==> src/rtl/memory_arbiter_if.sv <==
// Request/grant bus for both requesters plus the memory-side port of memory_arbiter.
// The lock0/lock1 signals exist only when ARB_LOCK_EN is defined.
interface memory_arbiter_if #(
   parameter int unsigned ADDR_W = 8,
   parameter int unsigned DATA_W = 16
);
   logic              req0;
   logic              req1;
   logic              we0;
   logic              we1;
   logic [ADDR_W-1:0] addr0;
   logic [ADDR_W-1:0] addr1;
   logic [DATA_W-1:0] wdata0;
   logic [DATA_W-1:0] wdata1;
   logic              gnt0;
   logic              gnt1;
   logic              rvalid0;
   logic              rvalid1;
   logic [DATA_W-1:0] rdata0;
   logic [DATA_W-1:0] rdata1;
   logic [ADDR_W-1:0] mem_addr;
   logic [DATA_W-1:0] mem_wdata;
   logic              mem_we;
   logic [DATA_W-1:0] mem_rdata;
`ifdef ARB_LOCK_EN
   logic              lock0;
   logic              lock1;

   modport slave (
      input  req0, req1, we0, we1, addr0, addr1, wdata0, wdata1, lock0, lock1, mem_rdata,
      output gnt0, gnt1, rvalid0, rvalid1, rdata0, rdata1, mem_addr, mem_wdata, mem_we
   );
   modport master (
      output req0, req1, we0, we1, addr0, addr1, wdata0, wdata1, lock0, lock1, mem_rdata,
      input  gnt0, gnt1, rvalid0, rvalid1, rdata0, rdata1, mem_addr, mem_wdata, mem_we
   );
`else
   modport slave (
      input  req0, req1, we0, we1, addr0, addr1, wdata0, wdata1, mem_rdata,
      output gnt0, gnt1, rvalid0, rvalid1, rdata0, rdata1, mem_addr, mem_wdata, mem_we
   );
   modport master (
      output req0, req1, we0, we1, addr0, addr1, wdata0, wdata1, mem_rdata,
      input  gnt0, gnt1, rvalid0, rvalid1, rdata0, rdata1, mem_addr, mem_wdata, mem_we
   );
`endif
endinterface

==> src/rtl/memory_arbiter.sv <==
// Two-port round-robin arbiter with burst cap in front of a single-port synchronous memory.
// Define ARB_LOCK_EN to add lock0/lock1 (owner keeps the memory for atomic sequences).
module memory_arbiter #(
   parameter int unsigned ADDR_W    = 8,
   parameter int unsigned DATA_W    = 16,
   parameter int unsigned MAX_BURST = 4
) (
   input  logic             i_clk,
   input  logic             i_rst_n,
   memory_arbiter_if.slave  bus
);
   localparam int unsigned    CNT_W   = (MAX_BURST > 1) ? $clog2(MAX_BURST) : 1;
   localparam logic [CNT_W-1:0] CNT_CAP = CNT_W'(MAX_BURST - 1);

   typedef enum logic [1:0] {S_IDLE, S_OWN0, S_OWN1} state_t;

   state_t            r_state;
   state_t            w_next_state;
   logic [CNT_W-1:0]  r_cnt;
   logic [CNT_W-1:0]  w_next_cnt;
   logic [CNT_W-1:0]  w_base;
   logic              r_last_owner;
   logic              w_next_last;
   logic              w_issue;
   logic              w_sel;
   logic              w_other_req;
   logic              w_sel_lock;
   logic              w_same_owner;
   logic              w_cap;
   logic              w_we;
   logic [ADDR_W-1:0] w_addr;
   logic [DATA_W-1:0] w_wdata;

   logic              r_gnt0;
   logic              r_gnt1;
   logic              r_rvalid0;
   logic              r_rvalid1;
   logic [DATA_W-1:0] r_rdata0;
   logic [DATA_W-1:0] r_rdata1;
   logic [ADDR_W-1:0] r_mem_addr;
   logic [DATA_W-1:0] r_mem_wdata;
   logic              r_mem_we;
   logic              r_rd_pend;
   logic              r_rd_port;

`ifdef ARB_LOCK_EN
   assign w_sel_lock = w_sel ? bus.lock1 : bus.lock0;
`else
   assign w_sel_lock = 1'b0;
`endif

   assign w_we    = w_sel ? bus.we1    : bus.we0;
   assign w_addr  = w_sel ? bus.addr1  : bus.addr0;
   assign w_wdata = w_sel ? bus.wdata1 : bus.wdata0;

   // Pick the port issued at this edge; ownership moves after the edge.
   always_comb begin
      w_issue      = bus.req0 | bus.req1;
      w_sel        = 1'b0;
      w_other_req  = 1'b0;
      w_same_owner = 1'b0;
      w_base       = '0;
      w_cap        = 1'b0;
      w_next_state = S_IDLE;
      w_next_cnt   = '0;
      w_next_last  = r_last_owner;

      case (r_state)
         S_OWN0:  w_sel = ~bus.req0;
         S_OWN1:  w_sel = bus.req1;
         default: w_sel = (bus.req0 & bus.req1) ? ~r_last_owner : bus.req1;
      endcase

      w_other_req  = w_sel ? bus.req0 : bus.req1;
      w_same_owner = (r_state == S_OWN0 && !w_sel) || (r_state == S_OWN1 && w_sel);
      w_base       = w_same_owner ? r_cnt : '0;
      w_cap        = w_issue && w_other_req && !w_sel_lock && (w_base == CNT_CAP);

      if (w_issue) begin
         if (w_cap) w_next_state = w_sel ? S_OWN0 : S_OWN1;
         else       w_next_state = w_sel ? S_OWN1 : S_OWN0;
      end

      // Count saturates so a long lock cannot wrap it back below the cap.
      if (w_issue && w_other_req && !w_cap)
         w_next_cnt = (w_base == CNT_CAP) ? w_base : w_base + CNT_W'(1);

      if (r_state == S_OWN0 && w_next_state != S_OWN0) w_next_last = 1'b0;
      if (r_state == S_OWN1 && w_next_state != S_OWN1) w_next_last = 1'b1;
   end

   always_ff @(posedge i_clk or negedge i_rst_n) begin
      if (!i_rst_n) begin
         r_state      <= S_IDLE;
         r_cnt        <= '0;
         r_last_owner <= 1'b1;
      end else begin
         r_state      <= w_next_state;
         r_cnt        <= w_next_cnt;
         r_last_owner <= w_next_last;
      end
   end

   // Issue stage and read-return stage.
   always_ff @(posedge i_clk or negedge i_rst_n) begin
      if (!i_rst_n) begin
         r_gnt0      <= 1'b0;
         r_gnt1      <= 1'b0;
         r_rvalid0   <= 1'b0;
         r_rvalid1   <= 1'b0;
         r_rdata0    <= '0;
         r_rdata1    <= '0;
         r_mem_addr  <= '0;
         r_mem_wdata <= '0;
         r_mem_we    <= 1'b0;
         r_rd_pend   <= 1'b0;
         r_rd_port   <= 1'b0;
      end else begin
         r_gnt0    <= w_issue & ~w_sel;
         r_gnt1    <= w_issue & w_sel;
         r_mem_we  <= w_issue & w_we;
         r_rd_pend <= w_issue & ~w_we;
         r_rd_port <= w_sel;
         if (w_issue)         r_mem_addr  <= w_addr;
         if (w_issue && w_we) r_mem_wdata <= w_wdata;
         r_rvalid0 <= r_rd_pend & ~r_rd_port;
         r_rvalid1 <= r_rd_pend & r_rd_port;
         if (r_rd_pend && !r_rd_port) r_rdata0 <= bus.mem_rdata;
         if (r_rd_pend &&  r_rd_port) r_rdata1 <= bus.mem_rdata;
      end
   end

   assign bus.gnt0      = r_gnt0;
   assign bus.gnt1      = r_gnt1;
   assign bus.rvalid0   = r_rvalid0;
   assign bus.rvalid1   = r_rvalid1;
   assign bus.rdata0    = r_rdata0;
   assign bus.rdata1    = r_rdata1;
   assign bus.mem_addr  = r_mem_addr;
   assign bus.mem_wdata = r_mem_wdata;
   assign bus.mem_we    = r_mem_we;
endmodule
==> src/flat_wrapper.sv <==
// flat-port wrapper written by rule: the top's interface ports become plain ports
module memory_arbiter_flat 
#(
   parameter int unsigned ADDR_W    = 8,
   parameter int unsigned DATA_W    = 16,
   parameter int unsigned MAX_BURST = 4
)
  (i_clk, i_rst_n, bus_req0, bus_req1, bus_we0, bus_we1, bus_addr0, bus_addr1, bus_wdata0, bus_wdata1, bus_mem_rdata, bus_gnt0, bus_gnt1, bus_rvalid0, bus_rvalid1, bus_rdata0, bus_rdata1, bus_mem_addr, bus_mem_wdata, bus_mem_we);
  memory_arbiter_if #(.ADDR_W(ADDR_W), .DATA_W(DATA_W)) bus_i ();
  input  logic i_clk;
  input  logic i_rst_n;
  input wire logic [$bits(bus_i.req0)-1:0] bus_req0;
  input wire logic [$bits(bus_i.req1)-1:0] bus_req1;
  input wire logic [$bits(bus_i.we0)-1:0] bus_we0;
  input wire logic [$bits(bus_i.we1)-1:0] bus_we1;
  input wire logic [$bits(bus_i.addr0)-1:0] bus_addr0;
  input wire logic [$bits(bus_i.addr1)-1:0] bus_addr1;
  input wire logic [$bits(bus_i.wdata0)-1:0] bus_wdata0;
  input wire logic [$bits(bus_i.wdata1)-1:0] bus_wdata1;
  input wire logic [$bits(bus_i.mem_rdata)-1:0] bus_mem_rdata;
  output wire logic [$bits(bus_i.gnt0)-1:0] bus_gnt0;
  output wire logic [$bits(bus_i.gnt1)-1:0] bus_gnt1;
  output wire logic [$bits(bus_i.rvalid0)-1:0] bus_rvalid0;
  output wire logic [$bits(bus_i.rvalid1)-1:0] bus_rvalid1;
  output wire logic [$bits(bus_i.rdata0)-1:0] bus_rdata0;
  output wire logic [$bits(bus_i.rdata1)-1:0] bus_rdata1;
  output wire logic [$bits(bus_i.mem_addr)-1:0] bus_mem_addr;
  output wire logic [$bits(bus_i.mem_wdata)-1:0] bus_mem_wdata;
  output wire logic [$bits(bus_i.mem_we)-1:0] bus_mem_we;
  assign bus_i.req0 = bus_req0;
  assign bus_i.req1 = bus_req1;
  assign bus_i.we0 = bus_we0;
  assign bus_i.we1 = bus_we1;
  assign bus_i.addr0 = bus_addr0;
  assign bus_i.addr1 = bus_addr1;
  assign bus_i.wdata0 = bus_wdata0;
  assign bus_i.wdata1 = bus_wdata1;
  assign bus_i.mem_rdata = bus_mem_rdata;
  assign bus_gnt0 = bus_i.gnt0;
  assign bus_gnt1 = bus_i.gnt1;
  assign bus_rvalid0 = bus_i.rvalid0;
  assign bus_rvalid1 = bus_i.rvalid1;
  assign bus_rdata0 = bus_i.rdata0;
  assign bus_rdata1 = bus_i.rdata1;
  assign bus_mem_addr = bus_i.mem_addr;
  assign bus_mem_wdata = bus_i.mem_wdata;
  assign bus_mem_we = bus_i.mem_we;
  memory_arbiter #(.ADDR_W(ADDR_W), .DATA_W(DATA_W), .MAX_BURST(MAX_BURST)) u_core (.i_clk(i_clk), .i_rst_n(i_rst_n), .bus(bus_i));
endmodule
==> config.mk <==
export PLATFORM = sky130hd
export DESIGN_NAME = memory_arbiter_flat
export DESIGN_NICKNAME = d
export VERILOG_FILES = /design/src/rtl/memory_arbiter_if.sv /design/src/rtl/memory_arbiter.sv /design/src/flat_wrapper.sv
export SDC_FILE = /design/constraint.sdc
export NUM_CORES = 1
export LEC_CHECK = 0
export ABC_AREA = 1
export CAP_MARGIN = 20
export CORE_MARGIN = 10
export CORE_UTILIZATION = 45
export DETAILED_ROUTE_END_ITERATION = 8
export GPL_TIMING_DRIVEN = 1
export PLACE_DENSITY_LB_ADDON = 0.2
export SLEW_MARGIN = 40
export SYNTH_ARGS = -nofsm -noshare
export SYNTH_HDL_FRONTEND = slang
export SYNTH_SLANG_ARGS = --single-unit
export TNS_END_PERCENT = 20
==> constraint.sdc <==
create_clock -name i_clk -period 3 [get_ports i_clk]
set_input_delay 0.9 -clock i_clk [delete_from_list [all_inputs] [get_ports i_clk]]
set_output_delay 0.9 -clock i_clk [all_outputs]
set_load 0.005 [all_outputs]
==> results of run 1 <==
-- routing by layer --
metal / up-vias / GRT usage, %
li1: 1241 / -
met5: - / 0
met3: 6 / 6.39
met1: 1127 / 18.0
met2: 85 / 27.2
met4: 0 / 5.33
-- worst paths after layout --
kind	from	end	cells after the start
worst max-delay path	bus_req1	u_core.bus.mem_wdata[10]	11
worst min-delay path	u_core.r_rd_port	u_core.bus.rvalid0	1
worst max register to register	u_core.r_state[0]	u_core.bus.mem_wdata[10]	12
worst min register to register	u_core.r_rd_port	u_core.bus.rvalid0	1
max in group asynchronous	i_rst_n	u_core.r_last_owner	2
min in group asynchronous	i_rst_n	u_core.bus.mem_wdata[7]	2
-- layout make-up --
cell class	instances	area share, %
Sequential cell	68	38.3
Multi-Input combinational cell	197	22.1
Clock inverter	7	1.72
Inverter	30	2.53
Tap cell	77	2.17
Clock buffer	9	2.79
Timing Repair Buffer	134	30.4
-- synthesized netlist by cell type (all sizes together) --
library cell,n
nand2,91
dfrtp,67
o21ai,50
inv,30
or2,17
o21a,16
nand3,11
clkbuf,8
buf,6
nor2,6
ha,2
nand4,2
a31oi,1
dfstp,1
o211ai,1
-- registers in the layout, summed over array words and instances, names as in the netlist, 2 cells and up --
register and count:
u_core.r_cnt 2, u_core.bus.rdata0 16, u_core.bus.rdata1 16, u_core.bus.mem_addr 8, u_core.r_state 2, u_core.bus.mem_wdata 16
-- critical path: cells and delay by family --
family	cells	cell delay (ns)
simple gates	6	0.58
compound gates	2	0.18
buf+inv	3	0.93
-- power by group through the flow --
stage / Sequential, uW / Combinational [uW] / Clock [uW]
3_5_place_dp: 1630 / 2440 / 0
6_report: 1610 / 2400 / 743
5_1_grt: 1670 / 2710 / 804
2_1_floorplan: 1650 / 1250 / 0
3_3_place_gp: 1610 / 2380 / 0
4_1_cts: 1620 / 2460 / 761
-- kinds of logic after synthesis --
family | count (synthesis) | share of synthesized area [%]
AO/OA/AOI/OAI | 68 | 13.4
adder cells (fa/ha/maj) | 2 | 0.866
buffers and inverters | 44 | 7.15
flip-flops | 68 | 59.0
AND/OR/NAND/NOR | 127 | 19.6
-- metrics by stage --
| stage | cell area [um2] | utilization (%) | hold WS [ns] | total power (uW) | setup slack, ns |
|---|---|---|---|---|---|
| finish | 4440 | 70.8 | 0.461 | 4760 | 0.617 |
| global route | 4440 | 70.8 | 0.501 | 5190 | 0.447 |
| CTS | 4440 | 70.8 | 0.453 | 4840 | 0.614 |
| detailed placement | 4240 | 67.6 | 0.448 | 4070 | 0.269 |
| global placement | 4240 | 67.6 | 0.428 | 3990 | 0.367 |
| floorplan | 2890 | - | 0.412 | 2900 | 1.04 |
==> metrics.csv, run 1 <==
metric,value,unit
ctsHoldBuffers,0,
criticalPathCategory,in2reg,
synth_fp_nets,381,
clock_skew,0.0133,ns
worst_pin_slew,0.515,ns
drt_wl_total,7830,um
syn_area_per_cell,9.35,um2
die_h,100,um
cts_tree,done,
rsz0062_at_grt,no,
routed-via-count,2459,
antennaDiodeCount,0,
drt_pre_antenna_iters,4,
routedWlPerCell,15.0,um
critPathLaunchType,input pin,
r2r_slack,1.08,ns
crit_required,3.22,ns
path_cells,clkdlybuf4s50_1 -> nand2_1 -> nand3_2 -> nand2_2 -> inv_2 -> or2_1 -> o21ai_2 -> nor2_4 -> buf_12 -> nand2_1 -> o21a_1,
dieArea,10000,um2
ys_types,24,
post-route-period-util,79.4,%
critPathCaptureType,register,
track_usage,16.1,%
clock-sinks,68,
crit_fanout,33,
syn_to_final_growth,53.9,%
post_cts_buffers,0,
clk_pin_slew,0.07,ns
p_leak,0.00202,uW
rows,29,
cp.arrival,2.60,ns
ys.warnings.count,0,
instances_no_fill,522,
hold_viol_final,0,
ant_nets,0,
antenna_found_initial,0,
final_nets,512,
maxCapViolCount,0,
cpMaxStageDelayCell,clkdlybuf4s50_1,
synth_top_area_share,58.1,%
drc_errors,0,
fmax,0.420,GHz
drive_above_1_share,9.21,%
power.internal,3040,uW
dpl.hpwl,5990,um
top_layer,met4,
slew_headroom,65.6,%
numCtsBuffers,9,
worst_path_largest_cell_delay,0.53,ns
synthCells,309,
report.final.slew_viol_count,0,
switching_power,1720,uW
drt-initial-drc-count,93,
hold_class,reg2reg,
syn-cell-area,2890,um2
power_frac_seq,33.9,%
root_buffer,clkbuf_8,
status,"complete, no violations",
grt_pass1_wl,13100,um
cts_resized,0,
viasPerCell,4.71,
synth_seq_area_share,59.0,%
final_common_cell,clkdlybuf4s50_1,
powerDensity,1070,nW/um2
met1_length,3200,um
synth_area_leaders,"dfrtp_1, nand2_1, o21ai_0",
grt_max_degree,69,
gr-total-overflow,0,
seq_area,1700,um2
start_util,46.0,%
met2_length,3900,um
dp.cells,506,
num_io_pins,131,
post-route-min-period,2.38,ns
core,6280,um2
swShare,36.1,%
globalplace.congestion,0.731,
cp_common_cell,nand2_1,
insertion_delay,0.33,ns
met3WireLength,654,um
setup_tns,0,ns
ys_seq_elements,68,
multi_input_area,981,um2
mostFrequentLayoutCells,"clkdlybuf4s50_1, nand2_1, dfrtp_1",
fillCellCount,504,
clk_path_buf_depth,2,
clockPowerShare,15.6,%
htree_levels,3,
setup_violations,0,
io_buffers,130,
pwr-share-comb,50.4,%
vdd_drop_max,0.571,mV
die_x,100,um
first_global_vias,2567,
yosys.area.top_type,dfrtp_1,
(Power assumes the default switching activity.)
==> run 2, diff against run 1 <==
--- a/config.mk
+++ b/config.mk
@@ -8,7 +8,7 @@
 export ABC_AREA = 1
 export CAP_MARGIN = 20
 export CORE_MARGIN = 10
-export CORE_UTILIZATION = 45
+export CORE_UTILIZATION = 41
 export DETAILED_ROUTE_END_ITERATION = 8
 export GPL_TIMING_DRIVEN = 1
 export PLACE_DENSITY_LB_ADDON = 0.2
==> constraint.sdc (replaced) <==
create_clock -name i_clk -period 2.4 [get_ports i_clk]
set_input_delay 0.72 -clock i_clk [delete_from_list [all_inputs] [get_ports i_clk]]
set_output_delay 0.72 -clock i_clk [all_outputs]
set_load 0.005 [all_outputs]
==> run 2 against run 1 <==
Against the previous run:
- final cell count rose by 4.6%
- count of clock-buffer cells in the layout did not move
- clock skew shrank 0.0029 ns
- global-route usage fell by 1.2 points
- routed wire length increased by 1.4%
==> metrics.csv, run 2 (synthesis gave the netlist of run 1 again) <==
metric,value,unit
ctsHoldBuffers,0,
crit_fanout,33,
path_cells,clkdlybuf4s50_1 -> inv_1 -> nand2_2 -> nand3_2 -> nand2_2 -> inv_2 -> or2_1 -> o21ai_2 -> nor2_4 -> buf_12 -> o21a_1,
post-route-min-period,2.04,ns
ant_nets,0,
powerDensity,1380,nW/um2
cts_tree,done,
viasPerCell,4.62,
setup_violations,0,
htree_levels,3,
worst_path_largest_cell_delay,0.49,ns
drt-initial-drc-count,103,
numCtsBuffers,9,
p_leak,0.00206,uW
place_area,4320,um2
criticalPathCategory,in2reg,
clk_pin_slew,0.08,ns
first_global_vias,2646,
syn_to_final_growth,57.9,%
final_area,4560,um2
die_h,104,um
hold_class,in2async,
fmax,0.489,GHz
status,"complete, no violations",
slew_headroom,69.8,%
track_usage,14.8,%
root_buffer,clkbuf_8,
post_cts_buffers,0,
mostFrequentLayoutCells,"clkdlybuf4s50_1, nand2_1, dfrtp_1",
drc_errors,0,
dieArea,10800,um2
num_io_pins,131,
clock-sinks,68,
place_ws,0.00216,ns
grt_max_degree,53,
clk_path_buf_depth,2,
vdd_drop_max,0.580,mV
report.final.slew_viol_count,0,
worst_pin_slew,0.452,ns
die_x,104,um
start_util,42.3,%
rows,30,
antenna_found_initial,0,
crit_required,2.62,ns
setup_ws,0.356,ns
maxCapViolCount,0,
globalplace.congestion,0.806,
critPathLaunchType,input pin,
grt_pass1_wl,13200,um
cpMaxStageDelayCell,clkdlybuf4s50_1,
post-route-period-util,85.2,%
cts_resized,0,
final_nets,518,
clock_skew,0.0104,ns
insertion_delay,0.33,ns
core,6830,um2
drt_pre_antenna_iters,4,
fillCellCount,585,
dpl.hpwl,6120,um
setup_tns,0,ns
critPathCaptureType,register,
routed-via-count,2520,
gr-total-overflow,0,
drt_wl_total,7950,um
antennaDiodeCount,0,
drive_above_1_share,10.0,%
rsz0062_at_grt,no,
cp_common_cell,nand2_2,
final_common_cell,clkdlybuf4s50_1,
io_buffers,130,
routedWlPerCell,14.6,um
hold_viol_final,0,
cp.arrival,2.26,ns
-- run 2: changes by cell type in the layout (fill, tap and decap cells not counted), sizes merged --
cell	before	now
buf	5	11
bufinv	1	3
clkinv	3	1
inv	31	30
-- run 2: worst paths after layout --
path	slack [ns]	cells after the start	endpoint	from
max in group asynchronous	1.45	2	u_core.r_last_owner	i_rst_n
hold reg to reg	0.45	1	u_core.bus.rvalid0	u_core.r_rd_port
min in group i_clk	0.45	1	u_core.bus.rvalid0	u_core.r_rd_port
setup reg to reg	0.57	11	u_core.bus.mem_wdata[10]	u_core.r_state[0]
hold / removal	0.30	1	u_core.bus.rdata1[4]	i_rst_n
setup / recovery	0.36	11	u_core.bus.mem_wdata[10]	bus_req0
-- run 2: per-stage QoR --
step | util (%) | std cells | total power [uW] | hold slack [ns]
6_report | 66.8 | 546 | 6310 | 0.301
5_1_grt | 66.8 | 546 | 6840 | 0.320
4_1_cts | 66.8 | 546 | 6420 | 0.302
3_5_place_dp | 63.3 | 531 | 5280 | 0.428
3_3_place_gp | 63.3 | 531 | 5180 | 0.422
2_1_floorplan | - | 309 | 3620 | 0.412
-- run 2: cell type report --
type / instances / area (um2) / share of cell area [%]
Clock inverter: 6 / 114 / 2.50
Multi-Input combinational cell: 197 / 978 / 21.5
Clock buffer: 9 / 124 / 2.72
Tap cell: 96 / 120 / 2.63
Inverter: 30 / 113 / 2.47
Timing Repair Buffer: 140 / 1410 / 30.9
Sequential cell: 68 / 1700 / 37.3
-- run 2: power breakdown --
part           total, uW  switching (uW)  internal [uW]
Sequential          2010             282           1730
Combinational       3180            1450           1730
Clock               1120             435            686
-- run 2: per-layer routing --
metal	up-vias	share of wire (%)	wire, um	global-route usage, %
met5	-	0	0	0
met3	9	7.5	592	5.89
met4	0	0.82	65	4.47
met1	1183	43	3410	17.5
li1	1253	-	-	-
met2	75	49	3880	24.2
-- run 2: worst max-delay path, delay by kind of cell --
family	cells	cell delay, ns
buf+inv	4	0.78
compound gates	2	0.27
simple gates	5	0.48
